==> src/rtl/ref_bank_if.sv <==
// Fill-stream, bank write/read and status bundle
// for the ME reference bank controller.
interface ref_bank_if #(
  parameter int AW = 7,
  parameter int DW = 64
);
  logic          fill_start;
  logic          fill_reject;
  logic          ref_valid;
  logic [DW-1:0] ref_in;
  logic          ref_ready;
  logic          wr_en;
  logic          wr_sel;
  logic [AW-1:0] wr_addr;
  logic [DW-1:0] wr_data;
  logic          scan_start;
  logic          scan_reject;
  logic          rd_stall;
  logic          rd_en;
  logic          rd_sel;
  logic [AW-1:0] rd_addr;
  logic          rd_last;
  logic [1:0]    bank_valid;

  modport master (
    output fill_start, ref_valid, ref_in,
    output scan_start, rd_stall,
    input  fill_reject, ref_ready,
    input  wr_en, wr_sel, wr_addr, wr_data,
    input  scan_reject, rd_en, rd_sel,
    input  rd_addr, rd_last, bank_valid
  );

  modport slave (
    input  fill_start, ref_valid, ref_in,
    input  scan_start, rd_stall,
    output fill_reject, ref_ready,
    output wr_en, wr_sel, wr_addr, wr_data,
    output scan_reject, rd_en, rd_sel,
    output rd_addr, rd_last, bank_valid
  );
endinterface

==> src/rtl/ref_bank_ctrl.sv <==
// Ping-pong scheduler: fills one reference bank
// from the fetch stream while the other is scanned.
module ref_bank_ctrl #(
  parameter int ROWS = 128,
  parameter int AW   = 7,
  parameter int DW   = 64
) (
  input  logic      clk,
  input  logic      rst,
  ref_bank_if.slave bus
);
  typedef enum logic [1:0] {
    W_IDLE, W_FILL, W_FLUSH
  } wstate_t;

  typedef enum logic [1:0] {
    R_IDLE, R_SCAN, R_DONE
  } rstate_t;

  localparam logic [AW-1:0] LAST = AW'(ROWS - 1);

  wstate_t       ws;
  rstate_t       rs;
  logic          fsel;
  logic          rsel;
  logic          oldest;
  logic [AW-1:0] wcnt;
  logic [AW-1:0] raddr;
  logic [1:0]    bv;
  logic [1:0]    bv_scan;
  logic [1:0]    bv_nxt;
  logic [1:0]    free;
  logic          wbusy;
  logic          rbusy;

  assign bus.bank_valid = bv;
  assign wbusy = (ws != W_IDLE);
  assign rbusy = (rs != R_IDLE);

  // Bank availability and next valid flags
  always_comb begin
    free[0] = ~bv[0] & ~(wbusy & ~fsel)
            & ~(rbusy & ~rsel);
    free[1] = ~bv[1] & ~(wbusy & fsel)
            & ~(rbusy & rsel);
    bv_scan = bv;
    if (rs == R_DONE) bv_scan[rsel] = 1'b0;
    bv_nxt = bv_scan;
    if (ws == W_FLUSH) bv_nxt[fsel] = 1'b1;
  end

  // Valid flags and fill-age pointer
  always_ff @(posedge clk or posedge rst) begin
    if (rst) begin
      bv     <= 2'b00;
      oldest <= 1'b0;
    end else begin
      bv <= bv_nxt;
      if (ws == W_FLUSH && !bv_scan[~fsel])
        oldest <= fsel;
      if (rs == R_DONE && bv_nxt[~rsel])
        oldest <= ~rsel;
    end
  end

  // Write FSM: claim a free bank, store ROWS beats
  always_ff @(posedge clk or posedge rst) begin
    if (rst) begin
      ws              <= W_IDLE;
      fsel            <= 1'b0;
      wcnt            <= '0;
      bus.ref_ready   <= 1'b0;
      bus.fill_reject <= 1'b0;
      bus.wr_en       <= 1'b0;
      bus.wr_sel      <= 1'b0;
      bus.wr_addr     <= '0;
      bus.wr_data     <= '0;
    end else begin
      bus.wr_en       <= 1'b0;
      bus.fill_reject <= 1'b0;
      unique case (ws)
        W_IDLE: begin
          if (bus.fill_start) begin
            if (|free) begin
              fsel          <= ~free[0];
              wcnt          <= '0;
              bus.ref_ready <= 1'b1;
              ws            <= W_FILL;
            end else begin
              bus.fill_reject <= 1'b1;
            end
          end
        end
        W_FILL: begin
          if (bus.ref_valid) begin
            bus.wr_en   <= 1'b1;
            bus.wr_sel  <= fsel;
            bus.wr_addr <= wcnt;
            bus.wr_data <= bus.ref_in;
            wcnt        <= wcnt + AW'(1);
            if (wcnt == LAST) begin
              bus.ref_ready <= 1'b0;
              ws            <= W_FLUSH;
            end
          end
        end
        W_FLUSH: ws <= W_IDLE;
        default: ws <= W_IDLE;
      endcase
    end
  end

  // Read FSM: scan the oldest valid bank
  always_ff @(posedge clk or posedge rst) begin
    if (rst) begin
      rs              <= R_IDLE;
      rsel            <= 1'b0;
      raddr           <= '0;
      bus.scan_reject <= 1'b0;
      bus.rd_en       <= 1'b0;
      bus.rd_sel      <= 1'b0;
      bus.rd_addr     <= '0;
      bus.rd_last     <= 1'b0;
    end else begin
      bus.rd_en       <= 1'b0;
      bus.rd_last     <= 1'b0;
      bus.scan_reject <= 1'b0;
      unique case (rs)
        R_IDLE: begin
          if (bus.scan_start) begin
            if (|bv) begin
              rsel  <= (&bv) ? oldest : bv[1];
              raddr <= '0;
              rs    <= R_SCAN;
            end else begin
              bus.scan_reject <= 1'b1;
            end
          end
        end
        R_SCAN: begin
          bus.rd_sel  <= rsel;
          bus.rd_addr <= raddr;
          if (!bus.rd_stall) begin
            bus.rd_en <= 1'b1;
            raddr     <= raddr + AW'(1);
            if (raddr == LAST) begin
              bus.rd_last <= 1'b1;
              rs          <= R_DONE;
            end
          end
        end
        R_DONE: rs <= R_IDLE;
        default: rs <= R_IDLE;
      endcase
    end
  end
endmodule

==> src/flat_wrapper.sv <==
// flat-port wrapper written by rule: the top's interface ports become plain ports
module ref_bank_ctrl_flat 
#(
  parameter int ROWS = 128,
  parameter int AW   = 7,
  parameter int DW   = 64
)
  (clk, rst, bus_fill_start, bus_ref_valid, bus_ref_in, bus_scan_start, bus_rd_stall, bus_fill_reject, bus_ref_ready, bus_wr_en, bus_wr_sel, bus_wr_addr, bus_wr_data, bus_scan_reject, bus_rd_en, bus_rd_sel, bus_rd_addr, bus_rd_last, bus_bank_valid);
  ref_bank_if #(.AW(AW), .DW(DW)) bus_i ();
  input  logic clk;
  input  logic rst;
  input wire logic [$bits(bus_i.fill_start)-1:0] bus_fill_start;
  input wire logic [$bits(bus_i.ref_valid)-1:0] bus_ref_valid;
  input wire logic [$bits(bus_i.ref_in)-1:0] bus_ref_in;
  input wire logic [$bits(bus_i.scan_start)-1:0] bus_scan_start;
  input wire logic [$bits(bus_i.rd_stall)-1:0] bus_rd_stall;
  output wire logic [$bits(bus_i.fill_reject)-1:0] bus_fill_reject;
  output wire logic [$bits(bus_i.ref_ready)-1:0] bus_ref_ready;
  output wire logic [$bits(bus_i.wr_en)-1:0] bus_wr_en;
  output wire logic [$bits(bus_i.wr_sel)-1:0] bus_wr_sel;
  output wire logic [$bits(bus_i.wr_addr)-1:0] bus_wr_addr;
  output wire logic [$bits(bus_i.wr_data)-1:0] bus_wr_data;
  output wire logic [$bits(bus_i.scan_reject)-1:0] bus_scan_reject;
  output wire logic [$bits(bus_i.rd_en)-1:0] bus_rd_en;
  output wire logic [$bits(bus_i.rd_sel)-1:0] bus_rd_sel;
  output wire logic [$bits(bus_i.rd_addr)-1:0] bus_rd_addr;
  output wire logic [$bits(bus_i.rd_last)-1:0] bus_rd_last;
  output wire logic [$bits(bus_i.bank_valid)-1:0] bus_bank_valid;
  assign bus_i.fill_start = bus_fill_start;
  assign bus_i.ref_valid = bus_ref_valid;
  assign bus_i.ref_in = bus_ref_in;
  assign bus_i.scan_start = bus_scan_start;
  assign bus_i.rd_stall = bus_rd_stall;
  assign bus_fill_reject = bus_i.fill_reject;
  assign bus_ref_ready = bus_i.ref_ready;
  assign bus_wr_en = bus_i.wr_en;
  assign bus_wr_sel = bus_i.wr_sel;
  assign bus_wr_addr = bus_i.wr_addr;
  assign bus_wr_data = bus_i.wr_data;
  assign bus_scan_reject = bus_i.scan_reject;
  assign bus_rd_en = bus_i.rd_en;
  assign bus_rd_sel = bus_i.rd_sel;
  assign bus_rd_addr = bus_i.rd_addr;
  assign bus_rd_last = bus_i.rd_last;
  assign bus_bank_valid = bus_i.bank_valid;
  ref_bank_ctrl #(.ROWS(ROWS), .AW(AW), .DW(DW)) u_core (.clk(clk), .rst(rst), .bus(bus_i));
endmodule
==> config.mk <==
export PLATFORM = sky130hd
export DESIGN_NAME = ref_bank_ctrl_flat
export DESIGN_NICKNAME = d
export VERILOG_FILES = /design/src/rtl/ref_bank_if.sv /design/src/rtl/ref_bank_ctrl.sv /design/src/flat_wrapper.sv
export SDC_FILE = /design/constraint.sdc
export NUM_CORES = 1
export LEC_CHECK = 0
export ABC_AREA = 0
export CAP_MARGIN = 20
export CORE_UTILIZATION = 48
export DETAILED_ROUTE_END_ITERATION = 8
export GPL_TIMING_DRIVEN = 0
export HOLD_SLACK_MARGIN = 0.12
export PLACE_DENSITY = 0.86
export SLEW_MARGIN = 20
export SYNTH_ARGS = -nofsm -noshare
export SYNTH_HDL_FRONTEND = slang
export SYNTH_SLANG_ARGS = --single-unit
==> constraint.sdc <==
create_clock -name clk -period 9.85 [get_ports clk]
set_input_delay 1.4775 -clock clk [delete_from_list [all_inputs] [get_ports clk]]
set_output_delay 1.4775 -clock clk [all_outputs]
set_load 0.01 [all_outputs]
# ---- Yosys cells after proc, flatten, opt, wreduce, memory -nomap -nowiden
# Cells that the tools add are included.
dict set report word_totals {
  regBits 109
  inputBits 70
  out_inout_bits 88
  word_cells 133
}
dict set report classes {
  add_sub_neg 2
  n_lt_le_gt_ge 6
  eq_ne 14
  n_mux 49
  bitwise_logic 20
  reduce_logical 23
}
# operator count
set ops {}
lappend ops {{$mux W7} 6}
lappend ops {{$pmux W7 S2} 2}
lappend ops {{$mux W1} 26}
lappend ops {{$mux W2} 10}
lappend ops {{$reduce_and A4 Y1} 4}
lappend ops {{$add A7 B1 Y7 const B} 2}
lappend ops {{$eq A7 B7 Y1 const B} 2}
lappend ops {{$reduce_bool A2 Y1} 5}
lappend ops {{$not A1 Y1} 9}
lappend ops {{$and A1 B1 Y1} 8}
lappend ops {{$lt A1 B2 Y1 const B} 4}
lappend ops {{$ne A2 B1 Y1 const B} 4}
lappend ops {{$ne A2 B2 Y1 const B} 4}
lappend ops {{$pmux W2 S2} 2}
lappend ops {{$reduce_and A3 Y1} 2}
lappend ops {{$reduce_and A5 Y1} 1}
lappend ops {{$eq A2 B1 Y1 const B} 2}
lappend ops {{$eq A2 B2 Y1 const B} 2}
lappend ops {{$logic_and A1 B1 Y1} 4}
lappend ops {{$logic_not A2 Y1} 2}
lappend ops {{$reduce_and A2 Y1} 2}
lappend ops {{$reduce_or A2 Y1} 2}
lappend ops {{$and A2 B2 Y2} 1}
lappend ops {{$demux W1 S1} 2}
lappend ops {{other kinds (5)} 6}

# ---- Logic depth before layout (Yosys ltp)
dict set report logic_depth {
  ltp_word 13
  ltp_mapped 6
  depth_no_buf 5
}

# ---- Worst setup path before layout
# No wires, ideal clock.
dict set report synth_timing {
  kind {input port to flip-flop}
  from {input bus_scan_start}
  to {register u_core.raddr[4]}
  setup_ns 0.078
  arrival_time_ns 2.388
  required_time_ns 9.772
  path_slack_ns 7.384
  path_stages 4
  n_path_buf 0
  cell_sequence {o21ai_2 > mux2_4 > or4_1 > a21boi_1}
}
dict set report synth_between {
  elab_chain_cells 2
}
# item line_no
set synth_rtl {}
lappend synth_rtl {{from (decl)} flat_wrapper.sv:15} ;# input wire logic [$bits(bus_i.scan_start)-1:0] bus_scan_start;
lappend synth_rtl {{$ne A2 B2 Y1 (no source line)} -}
lappend synth_rtl {{$reduce_and A4 Y1 (no source line)} -}
lappend synth_rtl {{to (signal assigned)} ref_bank_ctrl.sv:145} ;# raddr <= raddr + AW'(1);
lappend synth_rtl {{to (decl)} ref_bank_ctrl.sv:28} ;# logic [AW-1:0] raddr;
# No other way between the ends.
# A chain may end at the register's enable or synchronous reset.

# ---- Worst setup path after layout
dict set report layout_timing {
  from {input bus_ref_valid}
  to {register u_core.bus.wr_data[49]}
}
dict set report layout_between {
  elab_chain_cells 1
}
# item line_no
set layout_rtl {}
lappend layout_rtl {{from (decl)} flat_wrapper.sv:13} ;# input wire logic [$bits(bus_i.ref_valid)-1:0] bus_ref_valid;
lappend layout_rtl {{$reduce_and A2 Y1 (no source line)} -}
lappend layout_rtl {{to (signal assigned)} ref_bank_ctrl.sv:99} ;# bus.wr_data <= bus.ref_in;
lappend layout_rtl {{to (decl)} ref_bank_if.sv:38} ;# output wr_en, wr_sel, wr_addr, wr_data,
# No other way between the ends.

==> impl_metrics.ini <==
[clock_network]
insertion_delay_ps = 360
cts_buffers = 9
clk_pin_slew_ps = 110
cts_resized = 0
clk_path_buf_depth = 2
post_cts_buffers = 0
cts_tree = yes
clock_sinks = 109
cts_root_buf = clkbuf_8
h-tree-depth = 3
ctsHoldBuffers = 0

[cells_and_area]
antenna_cells = 0
nNetsFinal = 702
post-route-util_pct = 72.5
drive_above_1_share_pct = 6.14
syn2layout_area_growth_pct = 44.8
final_cells = 743

[critical_path]
criticalPathCategory = in -> reg
reg2reg_slack_ps = 8130
cpPeakStageDelay_ps = 500
worst-path-max-fanout = 10
reg2reg_to = u_core.bus.wr_data[49]
arrival_ps = 3140
r2r-start = u_core.ws[1]
worst_setup_path_start_kind = input pin
r2r_cells = 6
crit_chain = clkdlybuf4s50_1, nand3b_1, inv_1, buf_2, buf_2, nand2_1, nand2_1
cp_num_buf_inv = 4
crit_family = buffers and inverters
cp-end-kind = flip-flop
cp_slowest_cell = clkdlybuf4s50_1
critPathRequiredTime_ps = 10160

[synth]
synth_top_area_share_pct = 62.2
synth.area.top_cells = dfrtp_1 (62%), nand2_1 (20%), mux2_2 (2.1%)
syn_nets = 533
synthFlopType = dfrtp_1
yosys.area.top_type = dfrtp_1
ys_warn_count = 0
ys_ff_latch = 109
syn_avg_cell_area_sq_um = 9.51
syn_area_sq_um = 4380
yosysSeqAreaShare_pct = 62.2
synth_edf_count = 0
synth_cell_types = 43
postSynthCellCount = 461
synthArstFlopShare_pct = 100

[sta]
whs_ps = 480
final_max_slew_viol_count = 0
clock_skew_ps = 12.7
rsz0062_at_grt = no
fin_crit_sh_pct = 28.7
final-hold-violation-count = 0
max_slew_margin_pct = 58.7
worstMarginPinSlew_ps = 615
min_period_ps = 2830
tns_ps = 0
finalSetupViolCount = 0
fmax_mhz = 353

[global_routing]
grt_pass1_vias = 3824
grt_antenna_before_repair = 0
grt_pass1_wl_um = 17600
grt_max_degree = 70
grt_usage_pct = 23.0
grt-ovfl-total = 0

[hold_path]
hold_path_depth = 2
hp-class = reg -> reg
holdCritStartpoint = u_core.bus.wr_data[18]
hold_end = u_core.bus.wr_data[18]

[route]
drtIter0Drc = 160
wire_per_inst_um = 14.3
routed_wl_um = 10700
vias_per_cell = 5.02
drtAntennaViolNets = 0
vias = 3733
drc = 0
first_pass_iters = 4

[power]
power.density_nw_per_um2 = 182
ir_drop_uv = 115
leakage_nw = 3.08

[floorplan]
core.rowCount = 34
core_sq_um = 8760
die_area_sq_um = 9520
die_width_um = 97.6
ios = 158
start_util_pct = 50.0
fp.dieH_um = 97.6

[place]
portBuffers = 157
hpwlAfterDp_um = 7820
gp_congestion = 0.794
placed_cells = 727

[run_status]
status = finished, final reports clean

[run]
drv_cap = 0
==> where the power goes <==
group / leakage, nW / switching (mW) / internal, mW
combinational: 1.60 / 0.126 / 0.157
clock: 0.117 / 0.157 / 0.147
sequential: 1.37 / 0.0497 / 0.515
==> through the flow <==
stage               total power, mW  cell area (sq um)  worst slack, ps
finish                         1.15               6350             7020
global placement              0.841               6090             4060
global route                   1.21               6350             6850
floorplan                     0.683               4380             5500
detailed placement            0.858               6120             6600
CTS                            1.16               6350             6990
==> cell families (layout without fill, tap and decap cells) <==
logic type               Yosys count  in the layout  synth area share, %
adder cells (fa/ha/maj)            2              2                0.571
buffers and inverters             28            202                 2.83
XOR/XNOR                           4              4                0.799
AND/OR/NAND/NOR                  273            273                 25.2
AO/OA/AOI/OAI                     30             30                 4.62
multiplexers                      15             15                 3.77
flip-flops                       109            109                 62.2
==> state kept, by name, summed over array words and instances (netlist names), 2 cells and up <==
name and cells:
u_core.bus.wr_addr 7, u_core.ws 2, u_core.wcnt 7, u_core.bus.bank_valid 2, u_core.rs 2, u_core.bus.rd_addr 7
u_core.bus.wr_data 64, u_core.raddr 7
==> worst reg2reg max path, cell delays in order (launching register included) <==
cell      delay (ps)
dfrtp_1          430
nand3b_1         340
inv_1            210
buf_2            280
buf_2            260
nand2_1           90
nand2_1           70
==> layer usage <==
layer  routed length (um)  GRT usage [%]
met1                 4240           27.0
met2                 5530           39.5
met3                  635           6.04
met4                  249           10.3
met5                    0              0
==> synth_stat cells, types with 2 or more instances <==
library cell	count
nand2_1	230
dfrtp_1	109
nor2_1	12
o21ai_0	11
buf_2	9
clkbuf_1	9
mux2_2	8
inv_1	7
mux2i_1	6
nand2b_1	5
nand3_1	5
nand4_1	5
nor3b_1	5
nor3_1	3
xor2_1	3
and3_1	2
buf_1	2
ha_1	2
nand3b_1	2
o22ai_1	2
o31ai_1	2
==> area by class of cell <==
class	instances	area [sq um]
fill	660	2410
clock buffer	9	124
clock inverter	7	103
timing repair buffer	158	1600
multi-input combinational	324	1530
sequential	109	2730
inverter	7	31.3
tap	108	135
buffer	21	97.6
==> how the worst max path moves through the flow <==
stage / slack [ps] / end / cells past startpoint / start
after floorplan: 5500 / u_core.bus.bank_valid[0] / 1 / rst
final: 7020 / u_core.bus.wr_data[49] / 7 / bus_ref_valid
after global placement: 4060 / u_core.bus.wr_data[55] / 2 / rst
after global routing: 6850 / u_core.bus.wr_data[32] / 7 / bus_ref_valid
after CTS: 6990 / u_core.bus.wr_data[49] / 7 / bus_ref_valid
after detailed placement: 6600 / u_core.bus.wr_data[49] / 7 / bus_ref_valid
==> layout by cell type (no fill, tap or decap), types with 6 or more instances in the layout <==
master           instances
clkbuf_1                 9
mux2i_1                  6
nor2_1                  12
dfrtp_1                109
clkbuf_8                 9
inv_1                    6
buf_2                    9
clkdlybuf4s50_1        157
o21ai_0                 11
mux2_2                   8
nand2_1                230
No activity file was read; power rests on OpenSTA's default activity.
